--- config.mk ---
export PLATFORM = sky130hd
export DESIGN_NAME = prog_loader
export DESIGN_NICKNAME = d
export VERILOG_FILES = /design/src/rtl/prog_loader_pkg.sv /design/src/rtl/loader_timeout.sv /design/src/rtl/prog_loader.sv
export SDC_FILE = /design/constraint.sdc
export NUM_CORES = 1
export LEC_CHECK = 0
export ABC_AREA = 1
export BUFFER_PORTS_ARGS = -buffer_cell sky130_fd_sc_hd__buf_2
export CAP_MARGIN = 10
export CORE_UTILIZATION = 51
export DETAILED_ROUTE_END_ITERATION = 8
export PLACE_DENSITY_LB_ADDON = 0.3
export SETUP_SLACK_MARGIN = 0.15
export SYNTH_ARGS = -nofsm -noshare
export SYNTH_HDL_FRONTEND = slang
export SYNTH_SLANG_ARGS = --single-unit
--- constraint.sdc ---
create_clock -name clk -period 1.75 [get_ports clk]
set_input_delay 0.0875 -clock clk [delete_from_list [all_inputs] [get_ports clk]]
set_output_delay 0.0875 -clock clk [all_outputs]
set_load 0.01 [all_outputs]
--- src/rtl/prog_loader_pkg.sv ---
// Shared types and constants for the UART program loader.
// CHECKSUM_EN adds the trailing checksum state to the frame parser.
package prog_loader_pkg;

  typedef enum logic [2:0] {
    ST_IDLE,
    ST_LEN,
    ST_HI,
    ST_LO,
`ifdef CHECKSUM_EN
    ST_CSUM,
`endif
    ST_DONE,
    ST_ERR
  } state_t;

  localparam logic [7:0] SYNC_BYTE = 8'hA5;
  localparam logic [7:0] LEN_MIN   = 8'd1;
  localparam logic [7:0] LEN_MAX   = 8'd255;

endpackage

--- src/rtl/loader_timeout.sv ---
// Inter-byte watchdog: counts idle cycles while run is high, restarts on kick,
// and flags expired on the cycle that completes TIMEOUT_CYC silent cycles.
module loader_timeout #(
  parameter int TIMEOUT_CYC = 2_700_000
) (
  input  logic clk,
  input  logic rst,
  input  logic kick,
  input  logic run,
  output logic expired
);

  localparam int CW = (TIMEOUT_CYC > 1) ? $clog2(TIMEOUT_CYC) : 1;

  logic [CW-1:0] cnt_reg;

  assign expired = run && !kick && (cnt_reg == CW'(TIMEOUT_CYC - 1));

  always_ff @(posedge clk) begin
    if (rst || kick || !run) begin
      cnt_reg <= '0;
    end else if (!expired) begin
      cnt_reg <= cnt_reg + 1'b1;
    end
  end

endmodule

--- src/rtl/prog_loader.sv ---
// Receives a framed program over UART bytes and writes it into BSRAM while the CPU is held.
// CHECKSUM_EN enables a trailing XOR checksum byte that must match before the CPU restarts.
module prog_loader
  import prog_loader_pkg::*;
#(
  parameter int ADDR_W      = 11,
  parameter int TIMEOUT_CYC = 2_700_000
) (
  input  logic              clk,
  input  logic              rst,
  input  logic              rx_valid,
  input  logic [7:0]        rx_data,
  input  logic [ADDR_W-1:0] cpu_addr,
  output logic              mem_ce,
  output logic              mem_wre,
  output logic [ADDR_W-1:0] mem_ad,
  output logic [15:0]       mem_din,
  output logic              cpu_hold,
  output logic              cpu_restart,
  output logic              busy,
  output logic              err
);

  state_t              state_reg;
  logic [7:0]          len_reg;
  logic [7:0]          idx_reg;
  logic [7:0]          hi_reg;
  logic [7:0]          csum_reg;
  logic [ADDR_W-1:0]   wr_ad_reg;
  logic [15:0]         din_reg;
  logic                wre_reg;
  logic                hold_reg;
  logic                restart_reg;
  logic                busy_reg;
  logic                err_reg;
  logic                run;
  logic                expired;
  logic                last_word;

  assign run = (state_reg == ST_LEN) || (state_reg == ST_HI) || (state_reg == ST_LO)
`ifdef CHECKSUM_EN
            || (state_reg == ST_CSUM)
`endif
            ;

  assign last_word = (8'(idx_reg + 8'd1) == len_reg);

  loader_timeout #(.TIMEOUT_CYC(TIMEOUT_CYC)) u_timeout (
    .clk     (clk),
    .rst     (rst),
    .kick    (rx_valid),
    .run     (run),
    .expired (expired)
  );

  always_ff @(posedge clk) begin
    if (rst) begin
      state_reg   <= ST_IDLE;
      len_reg     <= '0;
      idx_reg     <= '0;
      hi_reg      <= '0;
      csum_reg    <= '0;
      wr_ad_reg   <= '0;
      din_reg     <= '0;
      wre_reg     <= 1'b0;
      hold_reg    <= 1'b0;
      restart_reg <= 1'b0;
      busy_reg    <= 1'b0;
      err_reg     <= 1'b0;
    end else begin
      wre_reg     <= 1'b0;
      restart_reg <= 1'b0;
      case (state_reg)
        ST_IDLE, ST_ERR: begin
          if (rx_valid && rx_data == SYNC_BYTE) begin
            state_reg <= ST_LEN;
            hold_reg  <= 1'b1;
            busy_reg  <= 1'b1;
            err_reg   <= 1'b0;
          end
        end
        ST_LEN: begin
          if (rx_valid) begin
            if (rx_data < LEN_MIN || rx_data > LEN_MAX) begin
              state_reg <= ST_ERR;
              err_reg   <= 1'b1;
              busy_reg  <= 1'b0;
            end else begin
              len_reg   <= rx_data;
              idx_reg   <= '0;
              csum_reg  <= rx_data;
              state_reg <= ST_HI;
            end
          end else if (expired) begin
            state_reg <= ST_ERR;
            err_reg   <= 1'b1;
            busy_reg  <= 1'b0;
          end
        end
        ST_HI: begin
          if (rx_valid) begin
            hi_reg    <= rx_data;
            csum_reg  <= csum_reg ^ rx_data;
            state_reg <= ST_LO;
          end else if (expired) begin
            state_reg <= ST_ERR;
            err_reg   <= 1'b1;
            busy_reg  <= 1'b0;
          end
        end
        ST_LO: begin
          if (rx_valid) begin
            // The write is launched here and lands on the following cycle.
            wre_reg   <= 1'b1;
            din_reg   <= {hi_reg, rx_data};
            wr_ad_reg <= ADDR_W'(idx_reg);
            idx_reg   <= idx_reg + 8'd1;
            csum_reg  <= csum_reg ^ rx_data;
            if (!last_word) begin
              state_reg <= ST_HI;
            end else begin
`ifdef CHECKSUM_EN
              state_reg <= ST_CSUM;
`else
              state_reg   <= ST_DONE;
              hold_reg    <= 1'b0;
              restart_reg <= 1'b1;
              busy_reg    <= 1'b0;
`endif
            end
          end else if (expired) begin
            state_reg <= ST_ERR;
            err_reg   <= 1'b1;
            busy_reg  <= 1'b0;
          end
        end
`ifdef CHECKSUM_EN
        ST_CSUM: begin
          if (rx_valid) begin
            busy_reg <= 1'b0;
            if (rx_data == csum_reg) begin
              state_reg   <= ST_DONE;
              hold_reg    <= 1'b0;
              restart_reg <= 1'b1;
            end else begin
              state_reg <= ST_ERR;
              err_reg   <= 1'b1;
            end
          end else if (expired) begin
            state_reg <= ST_ERR;
            err_reg   <= 1'b1;
            busy_reg  <= 1'b0;
          end
        end
`endif
        ST_DONE: state_reg <= ST_IDLE;
        default: state_reg <= ST_IDLE;
      endcase
    end
  end

  // The CPU owns the address bus except during the single write cycle.
  assign mem_ad      = wre_reg ? wr_ad_reg : cpu_addr;
  assign mem_ce      = 1'b1;
  assign mem_wre     = wre_reg;
  assign mem_din     = din_reg;
  assign cpu_hold    = hold_reg;
  assign cpu_restart = restart_reg;
  assign busy        = busy_reg;
  assign err         = err_reg;

endmodule

# After elaboration in Yosys (flattened, before gate mapping)
# Index checks and enable logic that the tools add are counted.
word_totals:
  reg_bits: 78
  input_bits: 22
  out_inout_bits: 33
  wordCells: 92
op_classes:
  add_sub_neg: 2
  n_lt_le_gt_ge: 2
  eq_ne: 16
  muxes: 31
  bitwise_logic: 3
  reduce_logical: 26
op_table:
  columns: ["cell", "count"]
  rows:
  - ["$mux 8", 3]
  - ["$add 22x1->22 const B", 1]
  - ["$eq 22x22->1 const B", 1]
  - ["$mux 3", 7]
  - ["$pmux 8 s2", 1]
  - ["$mux 1", 15]
  - ["$ne 2x2->1 const B", 7]
  - ["$pmux 3 s4", 1]
  - ["$reduce_and 4->1", 3]
  - ["$mux 11", 1]
  - ["$add 8x1->8 const B", 1]
  - ["$eq 8x8->1", 1]
  - ["$eq 8x8->1 const B", 1]
  - ["$gt 8x8->1 const B", 1]
  - ["$lt 8x1->1 const B", 1]
  - ["$eq 3x2->1 const B", 2]
  - ["$reduce_or 2->1", 3]
  - ["$logic_or 1x1->1", 5]
  - ["$reduce_and 5->1", 1]
  - ["$pmux 1 s4", 1]
  - ["$reduce_and 2->1", 2]
  - ["$reduce_bool 2->1", 2]
  - ["$reduce_bool 4->1", 1]
  - ["$eq 3x1->1 const B", 1]
  - ["other kinds (12)", 17]

# Logic depth before layout (Yosys ltp)
depth:
  ltp_word: 8
  depth_mapped: 14
  mapped_depth_nobuf: 13

# Modules after synthesis
# From an unflattened synthesis, not the netlist that was laid out.
hier_totals:
  cells_unflattened: 588
  hier_area_um2: 3966.3
modules_own_cells:
  columns: ["module", "instances", "cells_per_inst", "area_per_inst_um2", "seq_area_each_um2"]
  rows:
  - ["prog_loader", 1, 377, 2648.8, 1121.1]
  - ["loader_timeout", 1, 211, 1317.5, 440.4]

# Worst setup path before layout
# Ideal clock, no wire load.
synth_timing:
  kind: "flip-flop to flip-flop"
  start: "reg idx_reg[0]"
  end: "reg hold_reg (netlist: cpu_hold)"
  setup_time_ns: 0.115
  arrival_ns: 1.567
  slack_ns: 0.068
  stages_incl_launch_ff: 12
  path_buffers: 0
  period_less_slack_ns: 1.682
  path_cell_list: "dfxtp_1 ha_1 nand3_2 o21ai_1 and2_1 nor2_1 nor2_1 nand3_1 nand2_1 nand3_1 nand2_1 nor2_1"
synth_between:
  elab_chain_cells: 4
synth_lines:
  columns: ["element", "line", "rtl"]
  rows:
  - ["start, declared", "prog_loader.sv:26", "logic [7:0] idx_reg;"]
  - ["start signal, assigned", "prog_loader.sv:117", "idx_reg <= idx_reg + 8'd1;"]
  - ["$add 8x1->8", "prog_loader.sv:46", "assign last_word = (8'(idx_reg + 8'd1) == len_reg);"]
  - ["$eq 8x8->1", "prog_loader.sv:46", null]
  - ["$ne 2x2->1 (no line)", null, null]
  - ["$reduce_and 4->1 (no line)", null, null]
  - ["end signal, assigned", "prog_loader.sv:66", "hold_reg <= 1'b0;"]
  - ["end signal, assigned", "prog_loader.sv:77", "hold_reg <= 1'b1;"]
  - ["end signal, assigned", "prog_loader.sv:126", "hold_reg <= 1'b0;"]
  - ["end, declared", "prog_loader.sv:32", "logic hold_reg;"]
# Every way passes these cells.
# A chain may end at the register's enable or synchronous reset.

# Final worst setup path
layout_timing:
  start: "reg idx_reg[0]"
  end: "reg busy_reg (netlist: busy)"
layout_between:
  elab_chain_cells: 4
layout_lines:
  columns: ["element", "line", "rtl"]
  rows:
  - ["$add 8x1->8", "prog_loader.sv:46", null]
  - ["$eq 8x8->1", "prog_loader.sv:46", null]
  - ["$ne 3x3->1 (no line)", null, null]
  - ["$reduce_and 5->1 (no line)", null, null]
  - ["end signal, assigned", "prog_loader.sv:68", "busy_reg <= 1'b0;"]
  - ["end signal, assigned", "prog_loader.sv:78", "busy_reg <= 1'b1;"]
  - ["end signal, assigned", "prog_loader.sv:87", "busy_reg <= 1'b0;"]
  - ["end, declared", "prog_loader.sv:34", "logic busy_reg;"]
# Every way passes these cells.

==> results.ini <==
[worst_setup_path]
start_kind=register
crit_path_end_kind=register
crit_arrival_ns=2.01
ff2ff_setup_slack_ns=-0.03
required_ns=1.99
cp_max_fo=5
crit_type=reg -> reg

[sta]
final.period_utilization_pct=101
setup_slack_ns=-0.0251
setup_viol=1
fmax_mhz=563
worst_hold_slack_ns=0.0446
slew_violations=0
finalHoldViolations=0
min_period_ns=1.78
fin_skew_ns=0.00944
rsz0062_at_grt=yes

[finish]
layout-drive-gt1-share_pct=37.8
nets=643
syn_to_final_growth_pct=33.5
diodes=0
largest_reg_flops=22
fin_util_pct=71.8
design_area_um2=4960
fin_cells=720

[cts]
cts_tree=yes
clock_latency_ns=0.35
cts.path.max_buffers=2
clk_pin_slew_worst_paths_ns=0.08
cts_buffers=9
cts-root-buf=clkbuf_8
clock-sinks=78
htree_levels=3

[outcome]
status=finished, violations left
violations=negative setup slack

[power_and_ir_drop]
vdd_ir_drop_max_v=0.000542
power_per_cell_area_nw_per_um2=757
leakagePower_nw=2.10

[drt]
wl_mm=10.4
dr.first_iter.drc_count=209
wl_per_cell_um=14.4
dr.pass1.iters=6
ant_nets=0
routed_via_density=5.50
drc=0
vias=3957

[floorplan]
coreArea_um2=6910
num_rows=30
dieArea_um2=7620
io_pins=55
die_h_um=87.3
initial_utilization_pct=53.7
die_w_um=87.3

[placed_design]
dpl_cell_area_um2=4180
dp_slack_ns=-0.0125
port_buffers=53
dp_hpwl_mm=6.31
place_congestion=0.958
dp.cells=678

[global_routing]
grtUsageTotal_pct=25.4
grt_pass1_vias=3494
grt_overflow_total=0
grt_pass1_wl_mm=15.3
grt_max_degree=42
antenna_found_initial=0

[logic_synthesis]
synthXorXnorAreaFrac_pct=0.944
synthDistinctLibCells=40
synth_compound_area_share_pct=15.4
synthSimpleGateAreaFrac_pct=30.1
synth_top_cell_by_area=dfxtp_1
synth_top_flop_cell=dfxtp_1
syn_area_um2=3710
yosys_register_bits=78
syn_nets=551
synthMuxAreaShare_pct=2.43
syn-instance-count=527
ys_seq_area_share_pct=42.1
synth_top_family_by_area=simple AND/OR/NAND/NOR gates
netlist.area_leader.share_pct=42.1
syn_avg_cell_area_um2=7.04
synth.top_cells.by_area=dfxtp_1 42%, nor2_1 9.3%, nand2_1 8.1%, a21oi_1 6.3%, o21ai_0 6.3%
async_flop_share_pct=0
synth-edff-count=0
synth_warnings=0
synthAdderAreaFrac_pct=0.674

[run]
cap_violations=0

[min_path]
hp-class=in -> reg

## power breakdown
| group | switching [W] | total, W | internal [W] |
|---|---|---|---|
| registers | 0.0000614 | 0.00190 | 0.00184 |
| logic | 0.000429 | 0.000677 | 0.000247 |
| clock network | 0.000668 | 0.00118 | 0.000510 |
## cells in the mapped netlist (7+ instances only)
cell,count
mux2_2,8
inv_1,52
o21ai_0,47
nor2_2,8
clkbuf_1,12
nand3_1,28
nand2_2,7
inv_2,7
dfxtp_1,78
nor2_1,92
nand4_1,7
nand2_1,80
a21oi_1,47
nor3_1,8
## repair_timing
action / 4_1_cts / 5_1_grt
pin swaps: 9 / 32
gates resized for setup: 30 / 94
endpoints found under the setup margin: 19 / 45
hold buffers: 0 / 0
cloned: 1 / 0
setup buffers: 9 / 16
## worst paths after layout
path	startpoint	end	depth (start not counted)
max	idx_reg[0]	busy	12
min	rx_data[4]	mem_din[4]	3
max reg2reg	idx_reg[0]	busy	12
min reg2reg	hi_reg[4]	mem_din[12]	2
## layer usage
layer	routed length (µm)	global-route usage [%]	vias to the layer above
met4	161	10.3	0
li1	-	-	1904
met5	0	0	-
met2	5210	41.4	150
met3	588	4.83	23
met1	4430	33.0	1880
## through the flow
stage / total power (W) / TNS [ns]
floorplan: 0.00230 / 0
global placement: 0.00245 / 0
detailed placement: 0.00246 / -0.0201
CTS: 0.00362 / 0
global route: 0.00392 / -0.423
finish: 0.00375 / -0.0251
## cells by family after synthesis
group | Yosys count
muxes | 8
other | 1
buffers and inverters | 78
xor gates and xnor gates | 4
AOI/OAI and AO/OA | 109
DFF | 78
and+or+nand+nor | 247
adders and majority gates | 2
## final cells by class
cell class	instances	area, µm²
multi-input combinational	372	2230
clock inverter	6	38.8
fill	531	1950
tap	96	120
sequential	78	1590
timing repair buffer	98	622
clock buffer	10	128
inverter	60	230
## layout by cell type, fill, tap and decap left out, types with 11 or more instances in the layout
cell type / netlist / layout
nand2_2: 7 / 22
buf_2: 3 / 53
nand3_1: 28 / 18
dfxtp_1: 78 / 65
buf_4: 3 / 40
o21ai_0: 47 / 43
a21oi_1: 47 / 36
inv_1: 52 / 48
nor2_4: 3 / 13
a21oi_2: 0 / 11
nor2_1: 92 / 80
nand2_1: 80 / 60
## worst max-delay path, stage by stage (launching register included)
cell	delay, ns
dfxtp_4	0.38
ha_4	0.19
nand3_4	0.14
nor2_1	0.15
nand2_1	0.11
nand3_2	0.11
nand3_2	0.09
nor2_4	0.14
nand2_2	0.09
nand2_2	0.08
nand3_1	0.08
nand2_1	0.08
nor2_1	0.04
(Power assumes the default switching activity.)
